**config.mk**
```make
export PLATFORM = sky130hd
export DESIGN_NAME = ps2_kbd_tx
export DESIGN_NICKNAME = d
export VERILOG_FILES = /design/src/rtl/ps2_pkg.sv /design/src/rtl/ps2_kbd_tx_ser.sv /design/src/rtl/ps2_kbd_tx.sv
export SDC_FILE = /design/constraint.sdc
export NUM_CORES = 1
export LEC_CHECK = 0
export CAP_MARGIN = 10
export CORE_ASPECT_RATIO = 2
export CORE_UTILIZATION = 45
export DETAILED_ROUTE_END_ITERATION = 10
export GPL_ROUTABILITY_DRIVEN = 0
export PLACE_DENSITY = 0.61
export REMOVE_ABC_BUFFERS = 1
export SLEW_MARGIN = 10
export SYNTH_ARGS = -nofsm -noshare
export SYNTH_HDL_FRONTEND = slang
export SYNTH_HIERARCHICAL = 1
export SYNTH_SLANG_ARGS = --single-unit
export TNS_END_PERCENT = 50
```
**constraint.sdc**
```tcl
create_clock -name clk -period 3.06 [get_ports clk]
set_input_delay 0.918 -clock clk [delete_from_list [all_inputs] [get_ports clk]]
set_output_delay 0.918 -clock clk [all_outputs]
set_load 0.01 [all_outputs]
```
**src/rtl/ps2_pkg.sv**
```systemverilog
// ps2_pkg: shared PS/2 types, frame constants and parity helper for the tx and rx sides
package ps2_pkg;
   typedef enum logic [1:0] {IDLE, SHI, SLO, GAP} ps2_state_t;
   localparam int PS2_FRAME_BITS = 11;
   localparam logic [7:0] PS2_BREAK_CODE = 8'hF0;
   function automatic logic ps2_odd_parity(input logic [7:0] b);
      return ~^b;
   endfunction
endpackage

```
**src/rtl/ps2_kbd_tx_ser.sv**
```systemverilog
// ps2_kbd_tx_ser: single 11-bit PS/2 frame serializer with clock divider and bit index
module ps2_frame_ser
   import ps2_pkg::*;
#(
   parameter int CLK_DIV = 50
) (
   input  logic       clk,
   input  logic       clrn,
   input  logic       start,
   input  logic [7:0] data_in,
   output logic       ps2_clk,
   output logic       ps2_data,
   output logic       frame_done
);
   localparam int CW = $clog2(2 * CLK_DIV);
   localparam logic [CW-1:0] HALF_TOP = CW'(CLK_DIV - 1);
   localparam logic [3:0] LAST_BIT = 4'(PS2_FRAME_BITS - 1);
   ps2_state_t state_q, state_d;
   logic [CW-1:0] cnt_q, cnt_d;
   logic [3:0] idx_q, idx_d;
   logic [PS2_FRAME_BITS-1:0] frame_q, frame_d;
   logic data_q, data_d, sclk_q, sclk_d;
   logic tick, load;
   assign tick = cnt_q == HALF_TOP;
   assign load = state_q == IDLE && start;
   always_ff @(posedge clk) begin
      if (!clrn) begin
         state_q <= IDLE;
         cnt_q   <= '0;
         idx_q   <= '0;
         frame_q <= '1;
         data_q  <= 1'b1;
         sclk_q  <= 1'b1;
      end else begin
         state_q <= state_d;
         cnt_q   <= cnt_d;
         idx_q   <= idx_d;
         frame_q <= frame_d;
         data_q  <= data_d;
         sclk_q  <= sclk_d;
      end
   end
   always_comb begin
      state_d = state_q;
      if (state_q == IDLE) state_d = start ? SHI : IDLE;
      else if (state_q == SHI) state_d = tick ? SLO : SHI;
      else if (state_q == SLO && tick) state_d = (idx_q == LAST_BIT) ? IDLE : SHI;
   end
   // data only moves on the edge entering SHI, so it is stable across the falling edge
   always_comb begin
      cnt_d   = (state_q == IDLE || tick) ? '0 : cnt_q + 1'b1;
      idx_d   = load ? 4'd0 : (state_q == SLO && tick && idx_q != LAST_BIT) ? idx_q + 4'd1 : idx_q;
      frame_d = load ? {1'b1, ps2_odd_parity(data_in), data_in, 1'b0} : frame_q;
      data_d  = load ? 1'b0 :
                (state_q == SLO && tick) ? ((idx_q == LAST_BIT) ? 1'b1 : frame_q[idx_q + 4'd1]) :
                data_q;
      sclk_d  = state_d != SLO;
   end
   always_comb begin
      ps2_clk    = sclk_q;
      ps2_data   = data_q;
      frame_done = state_q == SLO && tick && idx_q == LAST_BIT;
   end
endmodule

```
**src/rtl/ps2_kbd_tx.sv**
```systemverilog
// ps2_kbd_tx: device-side PS/2 keyboard transmitter with optional F0 break prefix
module ps2_kbd_tx
   import ps2_pkg::*;
#(
   parameter int CLK_DIV = 50
) (
   input  logic       clk,
   input  logic       clrn,
   input  logic [7:0] code,
   input  logic       brk,
   input  logic       valid,
   output logic       ready,
   output logic       busy,
   output logic       done,
   output logic       ps2_clk,
   output logic       ps2_data
);
   localparam int CW = $clog2(2 * CLK_DIV);
   localparam logic [CW-1:0] GAP_TOP = CW'(2 * CLK_DIV - 1);
   ps2_state_t state_q, state_d;
   logic [CW-1:0] gcnt_q, gcnt_d;
   logic [7:0] code_q, code_d, ser_byte;
   logic pre_q, pre_d, done_q, done_d;
   logic accept, gap_end, ser_start, frame_done;
   assign accept  = valid && state_q == IDLE;
   assign gap_end = state_q == GAP && gcnt_q == GAP_TOP;
   always_ff @(posedge clk) begin
      if (!clrn) begin
         state_q <= IDLE;
         gcnt_q  <= '0;
         code_q  <= '0;
         pre_q   <= 1'b0;
         done_q  <= 1'b0;
      end else begin
         state_q <= state_d;
         gcnt_q  <= gcnt_d;
         code_q  <= code_d;
         pre_q   <= pre_d;
         done_q  <= done_d;
      end
   end
   // SHI here covers the whole frame in flight; the serializer splits it into SHI/SLO
   always_comb begin
      state_d = state_q;
      if (state_q == IDLE) state_d = accept ? SHI : IDLE;
      else if (state_q == SHI) state_d = frame_done ? GAP : SHI;
      else if (gap_end) state_d = pre_q ? SHI : IDLE;
   end
   always_comb begin
      gcnt_d    = (state_q == GAP && !gap_end) ? gcnt_q + 1'b1 : '0;
      code_d    = accept ? code : code_q;
      pre_d     = accept ? brk : gap_end ? 1'b0 : pre_q;
      done_d    = gap_end && !pre_q;
      ser_start = accept || (gap_end && pre_q);
      ser_byte  = accept ? (brk ? PS2_BREAK_CODE : code) : code_q;
   end
   always_comb begin
      ready = state_q == IDLE;
      busy  = state_q != IDLE;
      done  = done_q;
   end
   ps2_frame_ser #(.CLK_DIV(CLK_DIV)) u_ser (
      .clk        (clk),
      .clrn       (clrn),
      .start      (ser_start),
      .data_in    (ser_byte),
      .ps2_clk    (ps2_clk),
      .ps2_data   (ps2_data),
      .frame_done (frame_done)
   );
endmodule

```
==> run summary <==
* run status: finished, final reports clean
* number of cells upsized or downsized after cts: 0
* CTS sink cnt: 44
* initial antenna violation count: 0
* share of layout cells above drive strength 1: 0.102
* fraction of the core area covered by cells at the end of the flow: 0.540
* Vias: 1,599
* final total negative setup slack: 0 ns
* root buffer cell: clkbuf_8
* actual transition at the worst max-transition pin: 0.490 ns
* maximum VDD drop: 0.414 mV
* num rows: 34
* Max Cap Violations: 0
* number of buffers inserted by post-CTS setup repair: 0
* hold violation count in the final report: 0
* Max transition margin: 0.672
* most used cell, CP: xnor2_1
* CP peak stage delay: 0.48 ns
* latest clock arrival within the worst-skew pair: 0.29 ns
* Total GRT Usage: 0.172
* post-synthesis cell count: 236
* detailed placer's ending HPWL: 2800 µm
* post-DR wirelength/cell: 11.8 µm
* warnings from Yosys: 6
* Final Cycle Share: 0.874
* RSZ-0062 raised after global routing: false
* cell type with the largest total area after synthesis: dfxtp_1
* asr flop ratio synth: 0
* maximum fanout encountered on the critical timing path: 8
* first-pass GRT wire length: 6510 µm
* count of antenna-violating nets left after detailed routing: 0
* Setup Skew: 0.00497 ns
* worst slack after detailed placement: 0.0663 ns
* post-CTS clock slew at the launch and capture registers of the worst setup and hold paths: 0.08 ns
* family with the most delay on the worst path: buffers and inverters
* y dimension of the die: 97.7 µm
* largest net degree at the start of global routing: 14
* most frequently used cell type in the post-synthesis netlist: nand2_1
* Worst Hold Class: register to register
* Min Clock Period, post-route: 2.67 ns
* hold buffer count at CTS: 0
* number of CTS-inserted buffers: 5
* final setup vio count: 0
* area of the mapped netlist: 0.00206 mm²
* initial core utilization: 0.470
* Post-route DRC: 0
* Min-Delay Startpoint: u_ser/frame_q[0]$_SDFFE_PN1P_
* number of unique standard cell types used by synthesis: 44
* via count of the first global-routing pass: 1,581
* number of top-level pins: 17
* global route total overflow: 0
* area enclosed by the die boundary: 0.00487 mm²
* sequential element share of the synthesized area: 0.428
* Multi-input gate area: 0.00110 mm²
* relative area change from synthesis to final layout: 14.9%
* number of optimization iterations in the first detailed-route pass: 4
* Routed WL: 3650 µm
* number of enable flip-flop cells after synthesis: 0
* setup slack after layout: 0.387 ns
* top_reg_cell synth: dfxtp_1
* endpoint arrival time on the critical path: 2.85 ns
* Clock Tree Buf Depth: 2
* die boundary width: 49.8 µm
* share of the synthesized area in the top cell type: 0.428
* combined buffer and inverter count along the critical path: 2
* clock tree from TritonCTS: done
* layout net count: 271
* Pwr Density: 475 mW/mm²
* diodes inserted: 0
* kind of capture point of the worst setup path: register
* Synth area leaders: dfxtp_1, nand2_1, xnor2_1
* CP startpoint: valid
* required time at the worst-slack endpoint: 3.24 ns
* leakage power of the design: 0.884 nW
* post-DR vias/cell: 5.17
* Max H-tree Level: 2
* flip-flop and latch count after synthesis: 44
* count of buffers inserted at the top-level ports: 16
* Fmax: 374 MHz
* core region area: 0.00438 mm²
* type of the setup path with the least slack: input pin to register
* drt initial violations: 32
* Worst setup SP type: input pin
* library cell contributing the largest single delay on the critical path: clkdlybuf4s50_1
* Critical R2R Launch: gcnt_q[0]$_SDFF_PN0_
* critical-path cell list: clkdlybuf4s50_1, or3b_1, buf_4, a22o_1, xor2_1, xnor2_1, xnor2_1, o211ai_1
* total area of sequential cells: 881 µm²
* Synth Area per Inst: 8.73 µm²
* synth cell count leaders: nand2_1, dfxtp_1, nor2_1
* fillcell total: 433
* Pins Over Slew Limit: 0
[per-layer routing]
metal / up-vias / part of all wire / GRT usage / routed length [µm]
met3: 6 / 0.014 / 0.0376 / 52
met5: - / 0 / 0 / 0
met4: 0 / 0.018 / 0.0725 / 66
li1: 841 / - / - / -
met1: 737 / 0.42 / 0.182 / 1540
met2: 15 / 0.55 / 0.313 / 1990
[worst reg2reg max path: stages, from the launching register on]
cell,delay (ns)
dfxtp_1,0.37
ha_1,0.21
or4b_4,0.53
nor2_1,0.16
a41o_1,0.21
nand2_1,0.16
buf_4,0.21
nand2_1,0.07
nand3_1,0.07
[cell type report]
class,instances,share of cell area
Clock buffer,7,0.0365
Clock inverter,1,0.00317
Inverter,6,0.00952
Multi-Input combinational cell,175,0.463
Sequential cell,44,0.372
Tap cell,54,0.0286
Timing Repair Buffer,22,0.0867
[registers in the layout (all words and copies together), names as in the netlist]
signal and count:
u_ser/frame_q 10, code_q 8, gcnt_q 7, u_ser/cnt_q 7, u_ser/idx_q 4, state_q 2
u_ser/state_q 2, done 1, pre_q 1, u_ser/ps2_clk 1, u_ser/ps2_data 1
[metrics by stage]
step	instance area [µm²]	hold slack [ns]	std cells	power, mW
finish	2370	0.459	309	1.12
global route	2370	0.479	309	1.19
CTS	2370	0.462	309	1.15
detailed placement	2270	0.449	301	0.765
global placement	2270	0.433	301	0.763
floorplan	2000	0.417	225	0.711
[report_power, final]
group / internal, mW / total [mW] / switching (mW)
clock: 0.184 / 0.374 / 0.190
combinational: 0.0721 / 0.139 / 0.0673
sequential: 0.596 / 0.610 / 0.0138
[cell usage in the layout, fill, tap and decap left out, types with 2 or more instances in the layout]
cell type	Yosys	layout
nand2_1	47	47
dfxtp_1	44	44
nor2_1	19	19
a21oi_1	17	17
clkdlybuf4s50_1	0	16
nand3_1	14	14
xnor2_1	12	12
o21ai_0	8	8
inv_1	6	6
xor2_1	6	6
clkbuf_8	0	6
buf_4	0	6
ha_1	5	5
a22o_1	4	4
and3_1	3	3
nand2b_1	3	3
or2_2	2	2
or4b_4	2	2
or3_1	2	2
o211ai_1	2	2
and3b_1	2	2
and2_1	2	2
a211oi_1	2	2
nor3_1	2	2
mux4_2	2	2
[final timing paths]
kind / cells past startpoint / to / slack [ns]
setup / recovery: 8 / u_ser/frame_q[9]$_SDFFE_PN1P_ / 0.39
hold / removal: 2 / u_ser/frame_q[0]$_SDFFE_PN1P_ / 0.46
hold reg to reg: 2 / u_ser/frame_q[0]$_SDFFE_PN1P_ / 0.46
setup reg to reg: 8 / u_ser/frame_q[3]$_SDFFE_PN1P_ / 0.95
[logic make-up after synthesis]
group	Yosys count	synth area share
AND/OR/NAND/NOR	106	0.257
flip-flops	44	0.428
AO/OA/AOI/OAI	43	0.141
XOR/XNOR	18	0.0765
buffers and inverters	17	0.0401
adder cells (fa/ha/maj)	5	0.0304
multiplexers	3	0.0273
Note: power is estimated with default switching activity, not from simulation.
